## src/rtl/mem_arb_pkg.sv

```systemverilog
// Shared types for the memory port arbiter: FSM state encodings, port-owner codes
// and the timeout counter width.
package mem_arb_pkg;

    typedef enum logic [1:0] {
        StIdle  = 2'd0,
        StIssue = 2'd1,
        StWait  = 2'd2
    } arb_state_e;

    typedef enum logic {
        OwnI = 1'b0,
        OwnD = 1'b1
    } owner_e;

    // Wide enough for the largest allowed TIMEOUT (255).
    localparam int unsigned CntW = 8;

endpackage

```

## src/rtl/bus_timeout_ctr.sv

```systemverilog
// Cycle counter for an in-flight bus transaction; hit flags count == Limit.
module bus_timeout_ctr
    import mem_arb_pkg::*;
#(
    parameter int unsigned Width = CntW,
    parameter int unsigned Limit = 255
) (
    input  logic clk,
    input  logic rst,
    input  logic clear,
    input  logic enable,
    output logic hit
);

    logic [Width-1:0] cnt_q;

    always_ff @(posedge clk or posedge rst) begin
        if (rst) begin
            cnt_q <= '0;
        end else if (clear) begin
            cnt_q <= '0;
        end else if (enable) begin
            cnt_q <= cnt_q + 1'b1;
        end
    end

    assign hit = (cnt_q == Width'(Limit));

endmodule

```

## src/rtl/mem_port_arbiter.sv

```systemverilog
// Arbitrates a fetch port and a data port onto one memory port, one transaction at a time,
// with alternating priority on ties and a timeout that aborts stuck transactions.
module mem_port_arbiter
    import mem_arb_pkg::*;
#(
    parameter int unsigned ADDR_W  = 32,
    parameter int unsigned DATA_W  = 32,
    parameter int unsigned TIMEOUT = 255
) (
    input  logic              clk,
    input  logic              rst,
    input  logic              iReq,
    input  logic [ADDR_W-1:0] iAddr,
    output logic              iGnt,
    output logic              iAck,
    output logic [DATA_W-1:0] iRdata,
    input  logic              dReq,
    input  logic              dWe,
    input  logic [ADDR_W-1:0] dAddr,
    input  logic [DATA_W-1:0] dWdata,
    input  logic [3:0]        dWstrb,
    output logic              dGnt,
    output logic              dAck,
    output logic [DATA_W-1:0] dRdata,
    output logic              memReq,
    output logic              memWe,
    output logic [ADDR_W-1:0] memAddr,
    output logic [DATA_W-1:0] memWdata,
    output logic [3:0]        memWstrb,
    input  logic              memGnt,
    input  logic              memRvalid,
    input  logic [DATA_W-1:0] memRdata,
    output logic              busErr
);

    arb_state_e        state_q, state_d;
    owner_e            last_q, last_d;
    owner_e            owner_q, owner_d;
    logic [ADDR_W-1:0] addr_q, addr_d;
    logic              we_q, we_d;
    logic [DATA_W-1:0] wdata_q, wdata_d;
    logic [3:0]        wstrb_q, wstrb_d;
    logic [DATA_W-1:0] irdata_q, irdata_d;
    logic [DATA_W-1:0] drdata_q, drdata_d;
    logic              iack_q, iack_d;
    logic              dack_q, dack_d;
    logic              berr_q, berr_d;
    logic              ctr_clear, ctr_en, ctr_hit;
    logic              idle, i_win, d_win, abort;

    // On a tie the port that was not granted last wins.
    assign idle  = (state_q == StIdle) && !rst;
    assign i_win = iReq && (!dReq || (last_q == OwnD));
    assign d_win = dReq && (!iReq || (last_q == OwnI));
    assign iGnt  = idle && i_win;
    assign dGnt  = idle && d_win;

    assign ctr_en = (state_q != StIdle);

    bus_timeout_ctr #(
        .Width(CntW),
        .Limit(TIMEOUT)
    ) u_timeout (
        .clk   (clk),
        .rst   (rst),
        .clear (ctr_clear),
        .enable(ctr_en),
        .hit   (ctr_hit)
    );

    always_comb begin
        state_d   = state_q;
        last_d    = last_q;
        owner_d   = owner_q;
        addr_d    = addr_q;
        we_d      = we_q;
        wdata_d   = wdata_q;
        wstrb_d   = wstrb_q;
        irdata_d  = irdata_q;
        drdata_d  = drdata_q;
        iack_d    = 1'b0;
        dack_d    = 1'b0;
        berr_d    = 1'b0;
        ctr_clear = 1'b0;
        abort     = 1'b0;

        unique case (state_q)
            StIdle: begin
                if (dGnt) begin
                    owner_d   = OwnD;
                    last_d    = OwnD;
                    addr_d    = dAddr;
                    we_d      = dWe;
                    wdata_d   = dWe ? dWdata : '0;
                    wstrb_d   = dWe ? dWstrb : 4'h0;
                    state_d   = StIssue;
                    ctr_clear = 1'b1;
                end else if (iGnt) begin
                    owner_d   = OwnI;
                    last_d    = OwnI;
                    addr_d    = iAddr;
                    we_d      = 1'b0;
                    wdata_d   = '0;
                    wstrb_d   = 4'h0;
                    state_d   = StIssue;
                    ctr_clear = 1'b1;
                end
            end
            StIssue: begin
                // An accepted command wins over a simultaneous timeout.
                if (memGnt) begin
                    if (we_q) begin
                        dack_d  = 1'b1;
                        state_d = StIdle;
                    end else begin
                        state_d   = StWait;
                        ctr_clear = 1'b1;
                    end
                end else if (ctr_hit) begin
                    abort = 1'b1;
                end
            end
            StWait: begin
                if (memRvalid) begin
                    if (owner_q == OwnD) begin
                        drdata_d = memRdata;
                        dack_d   = 1'b1;
                    end else begin
                        irdata_d = memRdata;
                        iack_d   = 1'b1;
                    end
                    state_d = StIdle;
                end else if (ctr_hit) begin
                    abort = 1'b1;
                end
            end
            default: state_d = StIdle;
        endcase

        if (abort) begin
            berr_d  = 1'b1;
            state_d = StIdle;
            if (owner_q == OwnD) begin
                drdata_d = '0;
                dack_d   = 1'b1;
            end else begin
                irdata_d = '0;
                iack_d   = 1'b1;
            end
        end
    end

    always_ff @(posedge clk or posedge rst) begin
        if (rst) begin
            state_q  <= StIdle;
            last_q   <= OwnI;
            owner_q  <= OwnI;
            addr_q   <= '0;
            we_q     <= 1'b0;
            wdata_q  <= '0;
            wstrb_q  <= 4'h0;
            irdata_q <= '0;
            drdata_q <= '0;
            iack_q   <= 1'b0;
            dack_q   <= 1'b0;
            berr_q   <= 1'b0;
        end else begin
            state_q  <= state_d;
            last_q   <= last_d;
            owner_q  <= owner_d;
            addr_q   <= addr_d;
            we_q     <= we_d;
            wdata_q  <= wdata_d;
            wstrb_q  <= wstrb_d;
            irdata_q <= irdata_d;
            drdata_q <= drdata_d;
            iack_q   <= iack_d;
            dack_q   <= dack_d;
            berr_q   <= berr_d;
        end
    end

    assign memReq   = (state_q == StIssue);
    assign memWe    = memReq && we_q;
    assign memAddr  = memReq ? addr_q : '0;
    assign memWdata = memReq ? wdata_q : '0;
    assign memWstrb = memReq ? wstrb_q : 4'h0;

    assign iAck   = iack_q;
    assign dAck   = dack_q;
    assign iRdata = irdata_q;
    assign dRdata = drdata_q;
    assign busErr = berr_q;

endmodule
```

## config.mk

```make
export PLATFORM = sky130hd
export DESIGN_NAME = mem_port_arbiter
export DESIGN_NICKNAME = d
export VERILOG_FILES = /design/src/rtl/mem_arb_pkg.sv /design/src/rtl/bus_timeout_ctr.sv /design/src/rtl/mem_port_arbiter.sv
export SDC_FILE = /design/constraint.sdc
export NUM_CORES = 1
export LEC_CHECK = 0
export CAP_MARGIN = 15
export CORE_UTILIZATION = 35
export CTS_CLUSTER_SIZE = 16
export DETAILED_ROUTE_END_ITERATION = 8
export PLACE_DENSITY = 0.68
export SYNTH_ARGS = -nofsm -noshare
export SYNTH_HDL_FRONTEND = slang
export SYNTH_HIERARCHICAL = 1
export SYNTH_SLANG_ARGS = --single-unit
```

## constraint.sdc

```tcl
create_clock -name clk -period 16.29 [get_ports clk]
set_input_delay 4.887 -clock clk [delete_from_list [all_inputs] [get_ports clk]]
set_output_delay 4.887 -clock clk [all_outputs]
set_load 0.02 [all_outputs]
```

After elaboration in Yosys (flattened, before gate mapping)

Cells that the tools add are included.

Register bits: 147
Output and inout port bits: 139
Word-level logic and storage cells: 92
Input port bits: 139

Equal/unequal tests: 6
Add/subtract/negate cells: 1
Reductions and logical operators: 17
Bitwise logic cells: 1
Mux-type cells: 55

Operator list:

| cell                  | count |
|---|---|
| $mux W32              | 17 |
| $mux W1               | 22 |
| $mux W4               | 4 |
| $mux W8               | 2 |
| $mux W2               | 6 |
| $add A8 B1 Y8 const B | 1 |
| $eq A8 B8 Y1 const B  | 1 |
| $logic_and A1 B1 Y1   | 6 |
| $pmux W1 S2           | 3 |
| $pmux W2 S3           | 1 |
| $reduce_bool A2 Y1    | 3 |
| $ne A4 B4 Y1 const B  | 1 |
| $logic_not A1 Y1      | 3 |
| $ne A3 B1 Y1 const B  | 1 |
| $ne A3 B3 Y1 const B  | 1 |
| $reduce_and A3 Y1     | 1 |
| $eq A2 B1 Y1 const B  | 1 |
| $eq A2 B2 Y1 const B  | 1 |
| $logic_not A2 Y1      | 1 |
| $logic_or A1 B1 Y1    | 2 |
| $reduce_and A2 Y1     | 1 |
| $not A1 Y1            | 1 |

Depth between registers and ports, before layout

Gate-level depths: netlist of the first run.

Depth after elaboration: 8
Mapped depth: 9
Mapped depth without buffers: 7

Modules after synthesis

Netlist of the first run, hierarchy kept.

By module, submodules not included:

| module           | times used | area an instance (um2) | seq. area each (um2) | cells each |
|---|---|---|---|---|
| mem_port_arbiter | 1          | 6234.7                 | 3478.3               | 626 |
| bus_timeout_ctr  | 1          | 391.6                  | 200.2                | 40 |

Least setup slack after synthesis of the first run

OpenSTA, ideal clock, no wires.

Path kind: input to output
Start point: in rst
End point: out dGnt
Slack: 5.920 ns
Buffers on the path: 2
Stages: 4
Arrival time: 5.483 ns
Required time: 11.403 ns
Path through: nor2b_4 and3_4 buf_6 buf_6

Cells in the longest elaborated chain, start to end: 3

RTL lines:

| element                    | RTL line               | text |
|---|---|---|
| start: declaration         | mem_port_arbiter.sv:11 | `input logic rst,` |
| $logic_not A1 Y1 (no line) | n/a                    |  |
| $logic_and A1 B1 Y1        | mem_port_arbiter.sv:52 | `assign idle = (state_q == StIdle) && !rst;` |
| $logic_and A1 B1 Y1        | mem_port_arbiter.sv:56 | `assign dGnt = idle && d_win;` |
| end: declaration           | mem_port_arbiter.sv:22 | `output logic dGnt,` |

Every way passes these cells.

Worst setup path after layout of the first run

Ends and elaborated chain as after synthesis.

==> impl_summary.txt, run 1 <==
----------------------------------------------------
[Yosys]
  Compound-Gate Fraction of Synth Area ... between 10% and 20%
  Adder-cell share of the synthesized area ... 1.322%
  Count of cell types in the netlist ... 35
  Count of state elements after synthesis ... 147
  Mapped Avg Cell Area ... 9.949 µm²
  Post-synthesis share of cell area spent on and, or, nand and nor gates ... a little under a fifth
  Synthesized netlist net count ... around 810
  Multiplexer share of the synthesized area ... 5.155%
  Number of cells produced by synthesis ... about 670
  Area of the mapped netlist ... between 6000 and 7000 µm²
  Portion of the post-synthesis area used by sequential elements ... ~56%
  Share of the synthesized netlist area taken by xor and xnor gates ... 0.5287%
  YS warnings ... 6
  Combinational family with the most area after synthesis ... simple AND/OR/NAND/NOR gates

[Critical path]
  Ordered list of cells on the worst path ... clkdlybuf4s50_1, nor2b_4, and3_4, clkdlybuf4s50_1
  Classification of the worst setup path ... input pin to output port
  Highest fanout seen on the critical path ... 34
  Worst stage delay on the critical path ... slightly above 0.7 ns
  Setup crit start ... rst
  Startpoint of the lowest-slack register-to-register path ... state_q[0]
  Destination of the worst register-to-register timing path ... wdata_q[6]
  Master of the slowest instance on the critical path ... sky130_fd_sc_hd__clkdlybuf4s50_1
  CP Launch Type ... input pin
  CP Data Required Time ... 11.40 ns
  Worst R2R Path Depth ... 6
  Slack of the worst reg-to-reg path ... between 10 and 15 ns
  CP endpoint kind ... output port
  Most common cell type on the critical path ... sky130_fd_sc_hd__clkdlybuf4s50_1
  Capture point of the worst path ... dGnt
  Arrival @ worst endpoint ... 7.01 ns

[Clocking]
  Total number of clock tree sinks ... roughly 150
  Clock Latency Late Sink ... approximately 0.4 ns
  Total setup buffers inserted after CTS ... 0
  Number of hold-repair buffers added at the cts stage ... 0
  Number of instances resized during post-cts repair ... 0
  Inserted Clock Buffers ... 17
  Maximum clock path buffer count ... 2
  Clock root buffer master ... sky130_fd_sc_hd__clkbuf_16
  Depth of the CTS H-tree ... 4
  Clock tree from TritonCTS ... done
  Worst-path clk slew ... ~0.060 ns

[Power and ir drop]
  Maximum vdd ir drop ... between 0.15 and 0.2 mV
  Internal Dissipation ... 1112 µW
  Combinational share of power ... 44.5%
  Sequential share of power ... 33.6%
  Psw ... 643.4 µW
  Share of total power in the clock network ... 21.9%
  Lkg Pwr ... approximately 0.0043 µW
  Total power per unit cell area ... 174.8 nW/µm²
  Sw Share ... 36.65%

[Floorplanning]
  Core footprint ... between 15,000 and 20,000 µm²
  I/O pin cnt ... 278
  Vert. Die Dim ... ~140 µm
  Starting density of the core ... roughly 36%
  Count of standard-cell rows ... between 40 and 50
  Die width ... between 100 and 150 µm
  Full die area ... about 19,000 µm²

[Timing]
  Slew HR ... ~34%
  Final slew viol count ... 0
  Sum of negative setup slack ... 0 ns
  Peak clock frequency supported by timing ... about 84 MHz
  Worst setup skew after layout ... 0.009170 ns
  Time the final worst path needs with I/O delays and setup ... 11.90 ns
  Final-report hold violation count ... 0
  Count of final setup violators ... 0
  Transition at the pin with the smallest max-transition slack ... a little under 1 ns
  Final period util ... 73.03%
  Unrepaired setup endpoints after global routing ... no

[Global routing]
  Global route total overflow ... 0
  Largest net degree at the start of global routing ... 105
  All-Layer GR Usage ... 20.22%
  Wire length of the first global-routing pass ... around 31 mm
  Number of antenna violations at the first check in global routing ... 0
  Via count of the first global-routing pass ... 5,712

[Outcome]
  Outcome ... finished clean

[Routing]
  Final Routed Wirelength ... 19.20 mm
  Vias ... 5,644
  DR pass1 iterations ... 4
  Mean routed wirelength per cell ... 16.51 µm
  Post-route ant nets ... 0
  Iter 0 DRT Violations ... 221
  DRC viols ... 0
  Via-to-Cell Ratio ... 4.853

[Finish]
  Most common cell after layout, fill and taps aside ... sky130_fd_sc_hd__clkdlybuf4s50_1
  Final Net Count ... 1,067
  Count of filler cells inserted in the layout ... 1,679
  Layout cells sized above 1 ... 5.567%
  Number of cells in the finished layout apart from fillers ... 1,163
  Multi-input gate area in the final layout ... around 2600 µm²
  Register area ... 3679 µm²
  Area delta synth->final ... 51.59%
  Leading cell types in the layout, fill and taps excluded ... sky130_fd_sc_hd__clkdlybuf4s50_1, sky130_fd_sc_hd__nand2_1, sky130_fd_sc_hd__dfrtp_1
  N_diodes ... 0

[Min path]
  Class of the most critical hold timing path ... flip-flop to flip-flop

[Placed design]
  Placer's final routability congestion estimate ... 0.7517
  Cell Count Post-Placement ... 1,131
  Final HPWL from detailed placement ... 13.16 mm
  I/O Buffers ... between 200 and 300

[Job]
  Count of max-cap constraint violations ... 0

----------------------------------------------------
[worst min path at each step]
stage	start	cells past startpoint	to
2_1_floorplan	addr_q[0]	2	addr_q[0]
3_3_place_gp	addr_q[29]	2	addr_q[29]
3_5_place_dp	addr_q[4]	2	addr_q[4]
4_1_cts	addr_q[28]	2	addr_q[28]
5_1_grt	addr_q[4]	2	addr_q[4]
6_report	addr_q[4]	2	addr_q[4]
[cells by family (layout without fill, tap and decap cells)]
| kind of cell | count (synthesis) | count (layout) |
|---|---|---|
| simple gates | 268 | 268 |
| mux | 34 | 34 |
| flops | 147 | 147 |
| fa+ha+maj | 7 | 7 |
| xor+xnor | 4 | 4 |
| compound gates | 150 | 150 |
| buf+inv | 56 | 324 |
[metal layers]
layer | part of all wire, % | wire [µm] | global-route usage [%] | vias to the layer above
li1 | - | - | - | 2730
met1 | 43 | 8343 | 25.58 | 2689
met2 | 46 | 8875 | 32.43 | 204
met3 | 9.0 | 1724 | 7.536 | 21
met4 | 1.3 | 254 | 5.552 | 0
met5 | 0 | 0 | 0 | -
[per-stage QoR]
step / area (µm²) / setup slack, ns / utilization [%] / power [µW] / hold WS, ns
after global routing: 10040 / 4.312 / 54.98 / 1864 / 0.4933
final: 10040 / 4.393 / 54.98 / 1756 / 0.4713
after detailed placement: 9469 / 4.383 / 51.83 / 1383 / 0.4625
after floorplan: 6626 / 5.920 / - / 1028 / 0.4418
after global placement: 9469 / 4.410 / 51.83 / 1372 / 0.4550
after CTS: 10040 / 4.384 / 54.98 / 1775 / 0.4764
[layout make-up]
cell class                 count  area share [%]
multi-input combinational    463           26.28
clock inverter                14           1.358
sequential                   147           36.62
tap                          229           2.853
clock buffer                  18           4.372
timing repair buffer         285           28.20
inverter                       7          0.3114
[synthesized netlist by cell type]
master                      number  area, µm²
sky130_fd_sc_hd__buf_12          4      80.08
sky130_fd_sc_hd__and3_4          1      11.26
sky130_fd_sc_hd__buf_6           4      45.04
sky130_fd_sc_hd__and2_4          1      8.760
sky130_fd_sc_hd__nand3b_1        1      7.510
sky130_fd_sc_hd__a21o_1          2      15.01
sky130_fd_sc_hd__o21ai_0        36      180.2
sky130_fd_sc_hd__nand2_1       168      630.6
sky130_fd_sc_hd__clkbuf_1       23      86.33
sky130_fd_sc_hd__ha_1            7      87.58
sky130_fd_sc_hd__inv_1           7      26.28
sky130_fd_sc_hd__nand4_1         2      12.51
sky130_fd_sc_hd__nand3_1         6      30.03
sky130_fd_sc_hd__nor3_1          1      5.000
sky130_fd_sc_hd__nor2b_1         1      6.260
sky130_fd_sc_hd__dfrtp_1       147       3679
sky130_fd_sc_hd__o2bb2ai_1       1      8.760
sky130_fd_sc_hd__mux2i_1        33      330.3
sky130_fd_sc_hd__nor2_1          9      33.78
sky130_fd_sc_hd__xnor2_1         1      8.760
sky130_fd_sc_hd__a32o_1          1      10.01
sky130_fd_sc_hd__xor2_1          3      26.28
sky130_fd_sc_hd__nand4_2         1      12.51
sky130_fd_sc_hd__a21oi_1        72      360.4
sky130_fd_sc_hd__a31oi_1         1      6.260
sky130_fd_sc_hd__buf_2          15      75.07
sky130_fd_sc_hd__buf_4           2      15.01
sky130_fd_sc_hd__or3_1           3      18.77
sky130_fd_sc_hd__a21oi_2         1      8.760
sky130_fd_sc_hd__and2_1         71      444.2
sky130_fd_sc_hd__nor2b_4         1      13.76
sky130_fd_sc_hd__a22o_1         36      315.3
sky130_fd_sc_hd__buf_1           1      3.750
sky130_fd_sc_hd__nand2b_1        2      12.51
sky130_fd_sc_hd__mux2_2          1      11.26
[power groups by stage]
stage / sequential (µW) / combinational [µW] / clock, µW
global route: 610 / 846 / 409
CTS: 591 / 790 / 393
floorplan: 664 / 364 / 0
detailed placement: 596 / 787 / 0
global placement: 589 / 783 / 0
finish: 590 / 781 / 384
[worst max-delay path, delay by kind of cell]
family	cells	cell delay, ns
buffers and inverters	2	1.26
and+or+nand+nor	2	0.83
[sequential cells by signal (all words and copies together) (netlist names)]
register	cells
addr_q	32
busErr	1
dAck	1
dRdata	32
iAck	1
iRdata	32
owner_q	1
state_q	2
u_timeout/cnt_q	8
wdata_q	32
we_q	1
wstrb_q	4
Power figures use the tool's default switching activity.
==> run 2, diff against run 1 <==
Clock period 16.29 ns to 11.95 ns, I/O delays scaled along.
==> run 2 against run 1 <==
Wire length rose by 1.4%. Clock power rose by 42%. Cell area rose by 0.36%. Clock skew rose by 0.0041 ns. Total power rose by 38%. Critical path type unchanged. Via count fell by 0.69%. Register-to-register slack got worse by 4.3 ns. Sequential power rose by 36%. Final cell count did not move. Largest cell class unchanged. Utilization rose by 0.20 points.
==> impl_summary.txt, run 2 (same netlist as run 1, synthesis figures left out) <==
----------------------------------------------------
[Outcome]
  Outcome ... finished clean

[Power and ir drop]
  Combinational share of power ... 44.4%
  Psw ... 881.8 µW
  Maximum vdd ir drop ... 0.1580 mV
  Internal Dissipation ... 1546 µW
  Sw Share ... 36.32%
  Share of total power in the clock network ... between 20% and 30%
  Sequential share of power ... between 30% and 40%
  Total power per unit cell area ... approximately 240 nW/µm²
  Lkg Pwr ... 0.004320 µW

[Clocking]
  Maximum clock path buffer count ... 2
  Inserted Clock Buffers ... 17
  Clock Latency Late Sink ... roughly 0.42 ns
  Clock root buffer master ... sky130_fd_sc_hd__clkbuf_16
  Worst-path clk slew ... 0.06 ns
  Number of hold-repair buffers added at the cts stage ... 0
  Total setup buffers inserted after CTS ... 0
  Depth of the CTS H-tree ... 4
  Clock tree from TritonCTS ... done
  Number of instances resized during post-cts repair ... 0
  Total number of clock tree sinks ... 147

[Finish]
  Area delta synth->final ... 52.13%
  Leading cell types in the layout, fill and taps excluded ... sky130_fd_sc_hd__clkdlybuf4s50_1, sky130_fd_sc_hd__nand2_1, sky130_fd_sc_hd__dfrtp_1
  Most common cell after layout, fill and taps aside ... sky130_fd_sc_hd__clkdlybuf4s50_1
  N_diodes ... 0
  Final Net Count ... 1,067
  Layout cells sized above 1 ... 5.460%

[Global routing]
  Wire length of the first global-routing pass ... 31.18 mm
  All-Layer GR Usage ... 20.49%
  Global route total overflow ... 0
  Largest net degree at the start of global routing ... 105
  Via count of the first global-routing pass ... 5,569
  Number of antenna violations at the first check in global routing ... 0

[Critical path]
  CP Data Required Time ... 8.37 ns
  Classification of the worst setup path ... input pin to output port
  CP Launch Type ... input pin
  CP endpoint kind ... output port
  Arrival @ worst endpoint ... roughly 5.7 ns
  Highest fanout seen on the critical path ... 34

[Floorplanning]
  Count of standard-cell rows ... 49
  Vert. Die Dim ... 139.6 µm
  Core footprint ... 18,270 µm²
  Starting density of the core ... 36.27%
  I/O pin cnt ... roughly 280
  Die width ... 139.6 µm
  Full die area ... 19,490 µm²

[Placed design]
  I/O Buffers ... 277
  Placer's final routability congestion estimate ... between 0.7 and 0.8
  Final HPWL from detailed placement ... 13.09 mm

[Timing]
  Slew HR ... 33.92%
  Transition at the pin with the smallest max-transition slack ... slightly below 1 ns
  Final-report hold violation count ... 0
  Peak clock frequency supported by timing ... 107.8 MHz
  Count of final setup violators ... 0
  Worst Hold Slack ... 0.4705 ns
  Time the final worst path needs with I/O delays and setup ... 9.276 ns
  Final period util ... 77.62%
  Worst setup skew after layout ... 0.01329 ns
  Sum of negative setup slack ... 0 ns
  Final slew viol count ... 0
  Unrepaired setup endpoints after global routing ... no

[Routing]
  Via-to-Cell Ratio ... 4.819
  Iter 0 DRT Violations ... 261
  Final Routed Wirelength ... 19.46 mm
  Mean routed wirelength per cell ... 16.73 µm
  Post-route ant nets ... 0
  DRC viols ... 0
  Vias ... ~5.6k
  DR pass1 iterations ... 5

[Job]
  Count of max-cap constraint violations ... 0

[Min path]
  Class of the most critical hold timing path ... flip-flop to flip-flop

----------------------------------------------------
==> run 2: changes by cell type in the layout (fill, tap and decap cells not counted), sizes merged <==
cell	change
clkinv	-2
clkbuf	+1
bufinv	+1
==> run 2: per-stage QoR <==
step	util [%]	setup slack [ns]	power, µW	cells	instance area, µm²
6_report	55.18	2.674	2428	1163	10080
5_1_grt	55.18	2.562	2576	1163	10080
4_1_cts	55.07	2.657	2445	1162	10060
3_5_place_dp	51.79	2.661	1885	1130	9462
3_3_place_gp	51.79	2.675	1871	1130	9462
2_1_floorplan	-	4.184	1402	666	6626
==> run 2: area by class of cell <==
class | instances | area, µm²
Fill cell | 1631 | 8189
Clock buffer | 19 | 442.9
Inverter | 7 | 31.28
Sequential cell | 147 | 3679
Tap cell | 229 | 286.5
Timing Repair Buffer | 285 | 2845
Multi-Input combinational cell | 463 | 2640
Clock inverter | 13 | 156.4
==> run 2: power groups by stage <==
stage	Sequential (µW)	Combinational, µW	Clock, µW
2_1_floorplan	905	497	0
3_3_place_gp	802	1070	0
3_5_place_dp	810	1080	0
4_1_cts	804	1080	560
5_1_grt	829	1170	581
6_report	803	1080	547
==> run 2: final timing paths <==
kind                            slack [ns]        from                  to  depth (start not counted)
worst min register to register        0.47  addr_q[13]          addr_q[13]                          2
worst max register to register        9.40  state_q[1]         wdata_q[12]                          6
worst max-delay path                  2.67         rst                dGnt                          4
worst min-delay path                  0.47  addr_q[13]          addr_q[13]                          2
min in group asynchronous             3.65         rst  u_timeout/cnt_q[1]                          2
max in group asynchronous             6.80         rst           dRdata[8]                          3
==> run 2: layer usage <==
layer	global-route usage, %	up-vias	part of all wire, %
met5	0	-	0
met4	4.511	0	0.79
met3	6.573	13	8.0
met2	33.09	203	47
met1	26.86	2660	44
li1	-	2729	-
==> run 2: worst max-delay path, cell delays in order <==
cell and delay (ns):
sky130_fd_sc_hd__clkdlybuf4s50_1 0.54, sky130_fd_sc_hd__nor2b_4 0.23, sky130_fd_sc_hd__and3_4 0.60, sky130_fd_sc_hd__clkdlybuf4s50_1 0.72
